===== src/rtl/fetch_sequencer.sv =====
// fetch_sequencer: program-counter sequencer for a small control processor.
// Walks the instruction memory address, takes absolute branches, and calls
// and returns from subroutines. Call targets come from a 16-entry table and
// return addresses go on a bounded return stack. Overflow and underflow of
// that stack park the sequencer in FAULT. Finishing a program parks it in
// HALT. Only start or reset brings it out of either state.
module fetch_sequencer #(
    parameter int AW        = 10,
    parameter int SDEPTH    = 4,
    parameter int SUB0_ADDR = 100
) (
    input  logic          clk,
    input  logic          rst_n,
    input  logic          start,
    input  logic [AW-1:0] prog_base,
    input  logic          stall,
    input  logic          br_nz,
    input  logic [7:0]    br_target,
    input  logic          jsr,
    input  logic [3:0]    jsr_idx,
    input  logic          rfsr,
    input  logic          done,
    input  logic          cfg_we,
    input  logic [3:0]    cfg_idx,
    input  logic [AW-1:0] cfg_addr,
    output logic [AW-1:0] pc,
    output logic          running,
    output logic          halted,
    output logic          fault,
    output logic [2:0]    depth
);

    // Width of a return-stack slot index. The depth counter itself is 3 bits,
    // so the stack may hold at most 7 entries.
    localparam int SW = (SDEPTH > 1) ? $clog2(SDEPTH) : 1;
    localparam logic [2:0] DEPTH_FULL = 3'(SDEPTH);

    typedef enum logic [1:0] {
        IDLE  = 2'd0,
        RUN   = 2'd1,
        HALT  = 2'd2,
        FAULT = 2'd3
    } state_t;

    state_t        state_q, state_d;
    logic [AW-1:0] pc_q, pc_d;
    logic [2:0]    depth_q, depth_d;
    logic [AW-1:0] stack_q [SDEPTH];
    logic [AW-1:0] tbl_q [16];

    logic          pushEn;
    logic          clearStack;
    logic [SW-1:0] pushIdx;
    logic [SW-1:0] topIdx;
    logic [AW-1:0] retAddr;

    // The next free slot sits at index depth. The top of the stack sits one below it.
    // Both are only used when the matching bound check has passed.
    assign pushIdx = SW'(depth_q);
    assign topIdx  = SW'(depth_q - 3'd1);
    assign retAddr = pc_q + AW'(1);

    // Control state, program counter and stack depth.
    always_ff @(posedge clk or negedge rst_n) begin
        if (!rst_n) begin
            state_q <= IDLE;
            pc_q    <= '0;
            depth_q <= '0;
        end else begin
            state_q <= state_d;
            pc_q    <= pc_d;
            depth_q <= depth_d;
        end
    end

    // Next-state decode. start overrides everything in every state.
    // Otherwise only an unstalled RUN cycle looks at the decoded controls,
    // in the order done, rfsr, jsr, br_nz. A call that would overflow the stack
    // or a return with nothing to return to freezes pc and the stack in FAULT.
    always_comb begin
        state_d    = state_q;
        pc_d       = pc_q;
        depth_d    = depth_q;
        pushEn     = 1'b0;
        clearStack = 1'b0;
        if (start) begin
            state_d    = RUN;
            pc_d       = prog_base;
            depth_d    = '0;
            clearStack = 1'b1;
        end else if (state_q == RUN && !stall) begin
            if (done) begin
                state_d = HALT;
            end else if (rfsr) begin
                if (depth_q == 3'd0) begin
                    state_d = FAULT;
                end else begin
                    pc_d    = stack_q[topIdx];
                    depth_d = depth_q - 3'd1;
                end
            end else if (jsr) begin
                if (depth_q == DEPTH_FULL) begin
                    state_d = FAULT;
                end else begin
                    pushEn  = 1'b1;
                    pc_d    = tbl_q[jsr_idx];
                    depth_d = depth_q + 3'd1;
                end
            end else if (br_nz) begin
                pc_d = AW'(br_target);
            end else begin
                pc_d = pc_q + AW'(1);
            end
        end
    end

    // Return stack storage. A fresh start wipes it so that nothing stale
    // from an earlier program can be returned to.
    always_ff @(posedge clk or negedge rst_n) begin
        if (!rst_n) begin
            for (int i = 0; i < SDEPTH; i++) begin
                stack_q[i] <= '0;
            end
        end else if (clearStack) begin
            for (int i = 0; i < SDEPTH; i++) begin
                stack_q[i] <= '0;
            end
        end else if (pushEn) begin
            stack_q[pushIdx] <= retAddr;
        end
    end

    // Subroutine table. It can be written in any state. A jsr in the same cycle
    // as a write reads the old contents, because the lookup above uses the
    // registered value.
    always_ff @(posedge clk or negedge rst_n) begin
        if (!rst_n) begin
            for (int i = 0; i < 16; i++) begin
                tbl_q[i] <= (i == 0) ? AW'(SUB0_ADDR) : '0;
            end
        end else if (cfg_we) begin
            tbl_q[cfg_idx] <= cfg_addr;
        end
    end

    assign pc      = pc_q;
    assign depth   = depth_q;
    assign running = (state_q == RUN);
    assign halted  = (state_q == HALT);
    assign fault   = (state_q == FAULT);

endmodule


===== config.mk =====
export PLATFORM = sky130hd
export DESIGN_NAME = fetch_sequencer
export DESIGN_NICKNAME = d
export VERILOG_FILES = /design/src/rtl/fetch_sequencer.sv
export SDC_FILE = /design/constraint.sdc
export NUM_CORES = 1
export LEC_CHECK = 0
export ABC_AREA = 0
export CORE_UTILIZATION = 30
export CTS_CLUSTER_SIZE = 10
export DETAILED_ROUTE_END_ITERATION = 10
export DONT_BUFFER_PORTS = 1
export SYNTH_ARGS = -nofsm -noshare
export SYNTH_HDL_FRONTEND = slang
export SYNTH_SLANG_ARGS = --single-unit

===== constraint.sdc =====
create_clock -name clk -period 4.65 [get_ports clk]
set_input_delay 0.6975 -clock clk [delete_from_list [all_inputs] [get_ports clk]]
set_output_delay 0.6975 -clock clk [all_outputs]
set_load 0.02 [all_outputs]

==> qor.tcl, run 1 <==
set qor(run_status) {finished with violations}
set qor(violations) {negative hold slack}
set qor(crit_path_start) {depth[0]}
set qor(antenna_cells_inserted) 0
set qor(mappedNetlistArea_um2) 10300
set qor(post_cts_resized) 0
set qor(worstSetupEndpoint) {stack_q[19]}
set qor(power_per_cell_area_nw_per_um2) 439
set qor(leakage_nw) 4.82
set qor(timing.rr.end) {stack_q[19]}
set qor(grtUsageTotal_pct) 15.0
set qor(first_global_vias) 6715
set qor(drive_gt1_share_pct) 27.3
set qor(floorplan.die.width_um) 188
set qor(route.detailed.drc) 0
set qor(grt_pass1_wl_um) 41300
set qor(drt_first_pass_iters) 5
set qor(synth_nets) 870
set qor(row_count) 67
set qor(antenna_violating_nets_post_route) 0
set qor(reg2regPathDepth) 9
set qor(fin_util_pct) 33.8
set qor(cts.sink_count) 215
set qor(setup_total_negative_slack_ns) 0
set qor(finalNetCount) 857
set qor(cts-root-buf) {clkbuf_16}
set qor(finalCriticalPeriod_ns) 2.92
set qor(crit_path_frequent_cell) {ha_1}
set qor(setup_viol) 0
set qor(synth.ff_latch_count) 215
set qor(grt_overflow_total) 0
set qor(worst_skew_pair.late_latency_ns) 0.53
set qor(delay_contributed_by_the_slowest_stage_of_the_critical_path_ns) 0.44
set qor(post-synth-top-area-fraction_pct) 51.3
set qor(max_freq_ghz) 0.342
set qor(htreeDepth) 1
set qor(clock_slew_at_the_register_clock_pins_of_the_worst_setup_and_hold_paths_ns) 0.05
set qor(die_area_um2) 35200
set qor(path_max_fanout) 22
set qor(cts_tree) {built}
set qor(dr_total_vias) 6629
set qor(worst-setup-path-type) {register to register}
set qor(fin_worst_skew_ns) 0.0178
set qor(fillCellCount) 3358
set qor(finalHoldViolations) 212
set qor(finalInstanceArea_um2) 11400
set qor(post_synth_num_cell_types) 58
set qor(initial_utilization_pct) 30.7
set qor(tightest_slew_ns) 1.04
set qor(yosys.cell_count.top_type) {dfrtp_1}
set qor(critical-path-slowest-cell) {a31o_2}
set qor(cts_inserted_buffers) 25
set qor(worst-endpoint-required_ns) 5.08
set qor(worst_hold_slack_after_final_layout_ns) -0.128
set qor(route.final.wire_length_um) 26200
set qor(slew_headroom_pct) 30.5
set qor(r2r_start) {depth[0]}
set qor(die_height_um) 188
set qor(detailedPlacementHpwl_um) 17200
set qor(grt_antenna_before_repair) 0
set qor(synth-seq-area-share_pct) 52.1
set qor(grt_max_degree) 216
set qor(netlist.top_cell.by_area) {dfrtp_1}
set qor(synthArstFlopShare_pct) 100
set qor(fp.coreArea_um2) 33700
set qor(syn2layout_area_growth_pct) 10.3
set qor(setup_repair_after_global_routing_missed_its_margin) {false}
set qor(peakVddDrop_uv) 259
set qor(initialDrtViolationCount) 474
set qor(maxCapViolations) 0
set qor(gpl_wtd_cong) 0.834
set qor(detail_route.wl_per_cell_um) 20.7
set qor(synth_edf_count) 0
set qor(ios) 61
set qor(post_synth_inst_count) 818
set qor(routed_via_density) 5.24
set qor(syn_area_per_cell_um2) 12.6
set qor(post_synth_most_frequent_cells) {dfrtp_1 (212), mux2_2 (163), mux2i_1 (87)}
set qor(total_power_consumption_of_the_routed_design_w) 0.00500
set qor(holdCritPathClass) {primary input to async pin}
set qor(timing.critical_path.to_type) {register}
set qor(port_buf_inserts) 0
set qor(crit_chain) {buf_4, inv_1, ha_1, ha_1, a21oi_1, a31o_2, and2_1, nand2_1, o21ai_0}
set qor(dominantRegCellSynth) {dfrtp_1}
set qor(placed_cell_area_um2) 10700
set qor(synth.top_cells.by_area) {dfrtp_1 (51%), mux2_2 (18%), mux2i_1 (8.4%), a22oi_1 (2.5%), nand2_1 (2.2%)}
set qor(cts-root-to-sink-buffers) 3
set qor(setup.worst_path.start_class) {register}
set qor(slew_violations) 0
set qor(synth.yosys.warnings) 0
set qor(ff2ff_setup_slack_ns) 1.73
set qor(arrival_worst_endpoint_ns) 3.35
set qor(fin_crit_sh_pct) 62.8
registers in the layout (all words and copies together), names as in the netlist:
register  flops
state_q       2
pc           10
depth         3
tbl_q       160
stack_q      40
logic make-up (layout without fill, tap and decap cells):
| family | Yosys count | after routing | synth area share (%) |
|---|---|---|---|
| simple gates | 149 | 149 | 7.42 |
| buf+inv | 50 | 49 | 2.58 |
| mux | 256 | 256 | 27.6 |
| compound gates | 133 | 133 | 8.80 |
| xor+xnor | 8 | 8 | 0.678 |
| fa+ha+maj | 7 | 7 | 0.848 |
| flops | 215 | 215 | 52.1 |
power by group:
group          switching (W)  internal (W)  total (W)
clock network       0.000748       0.00102    0.00177
logic               0.000335      0.000436   0.000772
registers           0.000232       0.00223    0.00246
total                0.00132       0.00369    0.00500
per-layer routing:
layer  vias up  track usage (%)  share of wire (%)
met1      3400             21.2                 47
met2       216             22.1                 43
met3        34             4.72                7.9
met4         0             3.94                1.8
met5         -                0                  0
li1       2979                -                  -
worst min-delay path by stage:
stage / from / end / slack [ns] / cells past startpoint
after floorplan: rst_n / depth[0] / 0.40 / 0
after global placement: rst_n / depth[2] / 0.41 / 0
after detailed placement: rst_n / depth[0] / 0.41 / 0
after CTS: rst_n / pc[0] / -0.15 / 0
after global routing: rst_n / state_q[0] / -0.15 / 0
final: rst_n / state_q[0] / -0.13 / 0
final cells by class:
cell class	instances	area, µm²	share of cell area [%]
flip-flops and latches	215	5380	47.2
multi-input cells	553	4680	41.1
clock buffers	38	694	6.09
well taps	448	561	4.92
repair buffers	5	37.5	0.329
clock inverters	1	20.0	0.176
inverters	5	18.8	0.165
layout by cell type, fill, tap and decap left out, drive strengths merged, types with 3 or more instances in the layout:
cell type	synthesis	routed
nor2b	6	6
a221oi	5	5
mux2i	87	87
nand2	60	60
and2	5	5
o211ai	4	4
inv	5	6
a32o	5	5
or3	4	4
nand2b	5	5
or3b	3	3
ha	7	7
buf	28	5
nor3	4	4
nand3b	7	7
nor2	25	25
clkbuf	17	38
a21oi	11	11
dfstp	3	3
nor3b	3	3
xor2	4	4
nand3	23	23
mux4	6	6
a31oi	5	5
a22oi	34	34
xnor2	4	4
dfrtp	212	212
o21ai	44	44
mux2	163	163
a41oi	3	3
o32a	3	3
o22a	3	3
o22ai	5	5
stage by stage:
stage / hold WS (ns) / setup slack (ns) / std cells
3_3_place_gp: 0.406 / 1.87 / 1226
6_report: -0.128 / 1.73 / 1265
2_1_floorplan: 0.402 / 2.05 / 818
5_1_grt: -0.149 / 1.48 / 1265
3_5_place_dp: 0.408 / 1.74 / 1226
4_1_cts: -0.154 / 1.72 / 1265
critical path, delay by kind of cell (launching register included):
kind	cells	cell delay, ns
fa+ha+maj	2	0.51
buf+inv	2	0.46
compound gates	3	0.90
flops	1	0.32
simple gates	2	0.62
timing repair:
item / CTS / global route
setup buffers: 0 / 0
endpoints found under the hold margin: 212 / 212
setup endpoints to repair: 0 / 0
Note: power is estimated with default switching activity, not from simulation.
==> inputs of run 2 (changes only) <==
==> constraint.sdc (replaced) <==
create_clock -name clk -period 3.06 [get_ports clk]
set_input_delay 0.459 -clock clk [delete_from_list [all_inputs] [get_ports clk]]
set_output_delay 0.459 -clock clk [all_outputs]
set_load 0.02 [all_outputs]
==> run 2 against run 1 <==
Against the previous run: the run still ends with negative hold slack left; worst setup slack got worse by 1.2 ns; non-clock buffer count grew 9; routed wire length is 0.55% lower; global-route usage decreased by 0.30 points; final area grew 0.36%; utilization rose by 0.12 points; clock power increased by 46%; via count up 1.0%; highest routed layer unchanged.
==> qor.tcl, run 2 (synthesized netlist as in run 1, its figures left out) <==
set qor(run_status) {finished with violations} ;# unchanged
set qor(violations) {negative hold slack} ;# unchanged
set qor(worst_skew_pair.late_latency_ns) 0.52 ;# was 0.53 ns
set qor(cts.sink_count) 215 ;# unchanged
set qor(finalCriticalPeriod_ns) 2.56 ;# was 2.92 ns
set qor(setup_repair_after_global_routing_missed_its_margin) {false} ;# unchanged
set qor(fin_worst_skew_ns) 0.0100 ;# was 0.0178 ns
set qor(floorplan.die.width_um) 188 ;# unchanged
set qor(grt_max_degree) 216 ;# unchanged
set qor(biggest_register) {tbl_q} ;# unchanged
set qor(total_power_consumption_of_the_routed_design_w) 0.00750 ;# was 0.00500 W
set qor(dr_total_vias) 6698 ;# was 6629
set qor(worst-endpoint-required_ns) 3.48 ;# was 5.08 ns
set qor(grt_overflow_total) 0 ;# unchanged
set qor(cts_inserted_buffers) 25 ;# unchanged
set qor(setup.worst_path.start_class) {register} ;# unchanged
set qor(cts-root-to-sink-buffers) 3 ;# unchanged
set qor(initialDrtViolationCount) 591 ;# was 474
set qor(worst-setup-path-type) {register to register} ;# unchanged
set qor(layout.cells.most_common) {dfrtp_1} ;# unchanged
set qor(crit_path_start) {depth[1]} ;# was depth[0]
set qor(clock_slew_at_the_register_clock_pins_of_the_worst_setup_and_hold_paths_ns) 0.06 ;# was 0.05 ns
set qor(post_layout_nonfiller_instances) 1272 ;# was 1265
set qor(holdCritPathClass) {primary input to async pin} ;# unchanged
set qor(finalNetCount) 866 ;# was 857
set qor(port_buf_inserts) 0 ;# unchanged
set qor(antenna_violating_nets_post_route) 0 ;# unchanged
set qor(arrival_worst_endpoint_ns) 2.98 ;# was 3.35 ns
set qor(met3_usage_pct) 2.99 ;# was 4.72%
set qor(globalRoute.busiestLayer) {met2} ;# unchanged
set qor(die_area_um2) 35200 ;# unchanged
set qor(routed_via_density) 5.27 ;# was 5.24
set qor(fin_crit_sh_pct) 83.7 ;# was 62.8%
set qor(slew_violations) 0 ;# unchanged
set qor(syn2layout_area_growth_pct) 10.7 ;# was 10.3%
set qor(leakage_nw) 4.85 ;# was 4.82 nW
set qor(grtUsageTotal_pct) 14.7 ;# was 15.0%
set qor(hold_buffers) 1
set qor(r2r_start) {depth[1]} ;# was depth[0]
set qor(post_cts_resized) 0 ;# unchanged
set qor(gpl_wtd_cong) 0.845 ;# was 0.834
set qor(ios) 61 ;# unchanged
set qor(drt_first_pass_iters) 5 ;# unchanged
set qor(cts_tree) {built} ;# unchanged
set qor(path_max_fanout) 9 ;# was 22
set qor(post-cts-setup-buffer-count) 0 ;# unchanged
set qor(fillCellCount) 3393 ;# was 3358
set qor(global_route.usage.met2_pct) 22.6 ;# was 22.1%
set qor(route.detailed.drc) 0 ;# unchanged
set qor(fp.coreArea_um2) 33700 ;# unchanged
set qor(cts-root-buf) {clkbuf_16} ;# unchanged
set qor(antenna_cells_inserted) 0 ;# unchanged
set qor(worst_hold_slack_after_final_layout_ns) -0.362 ;# was -0.128 ns
set qor(timing.critical_path.to_type) {register} ;# unchanged
set qor(maxCapViolations) 0 ;# unchanged
set qor(largest_register_ff_count) 160 ;# unchanged
set qor(tightest_slew_ns) 0.844 ;# was 1.04 ns
set qor(drive_gt1_share_pct) 27.9 ;# was 27.3%
set qor(fin_util_pct) 33.9 ;# was 33.8%
set qor(peakVddDrop_uv) 369 ;# was 259 µV
set qor(slew_headroom_pct) 43.4 ;# was 30.5%
set qor(grt_pass1_wl_um) 40400 ;# was 41300 µm
set qor(setup_viol) 0 ;# unchanged
set qor(setup_total_negative_slack_ns) 0 ;# unchanged
set qor(grt.met1_usage_pct) 21.3 ;# was 21.2%
set qor(dp_cells) 1234 ;# was 1226
set qor(detail_route.wl_per_cell_um) 20.4 ;# was 20.7 µm
set qor(detailedPlacementHpwl_um) 16800 ;# was 17200 µm
set qor(route.final.wire_length_um) 26000 ;# was 26200 µm
set qor(finalHoldViolations) 212 ;# unchanged
set qor(htreeDepth) 1 ;# unchanged
set qor(initial_utilization_pct) 30.7 ;# unchanged
set qor(die_height_um) 188 ;# unchanged
set qor(grt_antenna_before_repair) 0 ;# unchanged
set qor(max_freq_ghz) 0.390 ;# was 0.342 GHz
set qor(first_global_vias) 6702 ;# was 6715
set qor(power_per_cell_area_nw_per_um2) 656 ;# was 439 nW/µm²
set qor(row_count) 67 ;# unchanged
set qor(mostFrequentLayoutCells) {dfrtp_1 (212), mux2_2 (163), mux2i_1 (87), nand2_1 (60), o21ai_0 (43)} ;# unchanged
run 2: stage by stage:
step	setup WS (ns)	hold slack [ns]	instance area, µm²
6_report	0.499	-0.362	11400
5_1_grt	0.339	-0.383	11400
4_1_cts	0.561	-0.383	11400
3_5_place_dp	0.584	0.168	10700
3_3_place_gp	0.668	0.168	10700
2_1_floorplan	0.458	0.163	10300
run 2: worst paths after layout:
check	end	slack [ns]	cells past startpoint
min in group clk	state_q[0]	0.04	1
max in group asynchronous	tbl_q[156]	2.97	0
hold reg to reg	stack_q[13]	0.48	2
setup / recovery	stack_q[36]	0.50	8
hold / removal	stack_q[31]	-0.36	0
setup reg to reg	stack_q[36]	0.50	8
run 2: power breakdown:
group / internal, W / switching, W / leakage (nW)
Sequential: 0.00339 / 0.000325 / 2.69
Combinational: 0.000676 / 0.000514 / 1.83
Clock: 0.00151 / 0.00109 / 0.332
run 2: worst max-delay path, stage by stage, from the launching register on:
cell and delay, ns:
dfrtp_1 0.52, inv_1 0.12, ha_1 0.28, ha_1 0.23, a21oi_1 0.22, a31o_2 0.20
and2_1 0.29, nand2_1 0.33, o21ai_0 0.28
run 2: layer usage:
layer | share of wire, % | wire length, µm
met1 | 48 | 12400
met2 | 44 | 11500
met3 | 6.3 | 1650
met4 | 1.7 | 445
met5 | 0 | 0
run 2: layout make-up:
type	count	area [µm²]	share of cell area, %
inverters	5	18.8	0.164
clock inverters	1	8.76	0.0766
repair buffers	14	108	0.941
flip-flops and latches	215	5380	47.1
multi-input cells	553	4680	40.9
well taps	448	561	4.90
clock buffers	36	677	5.92
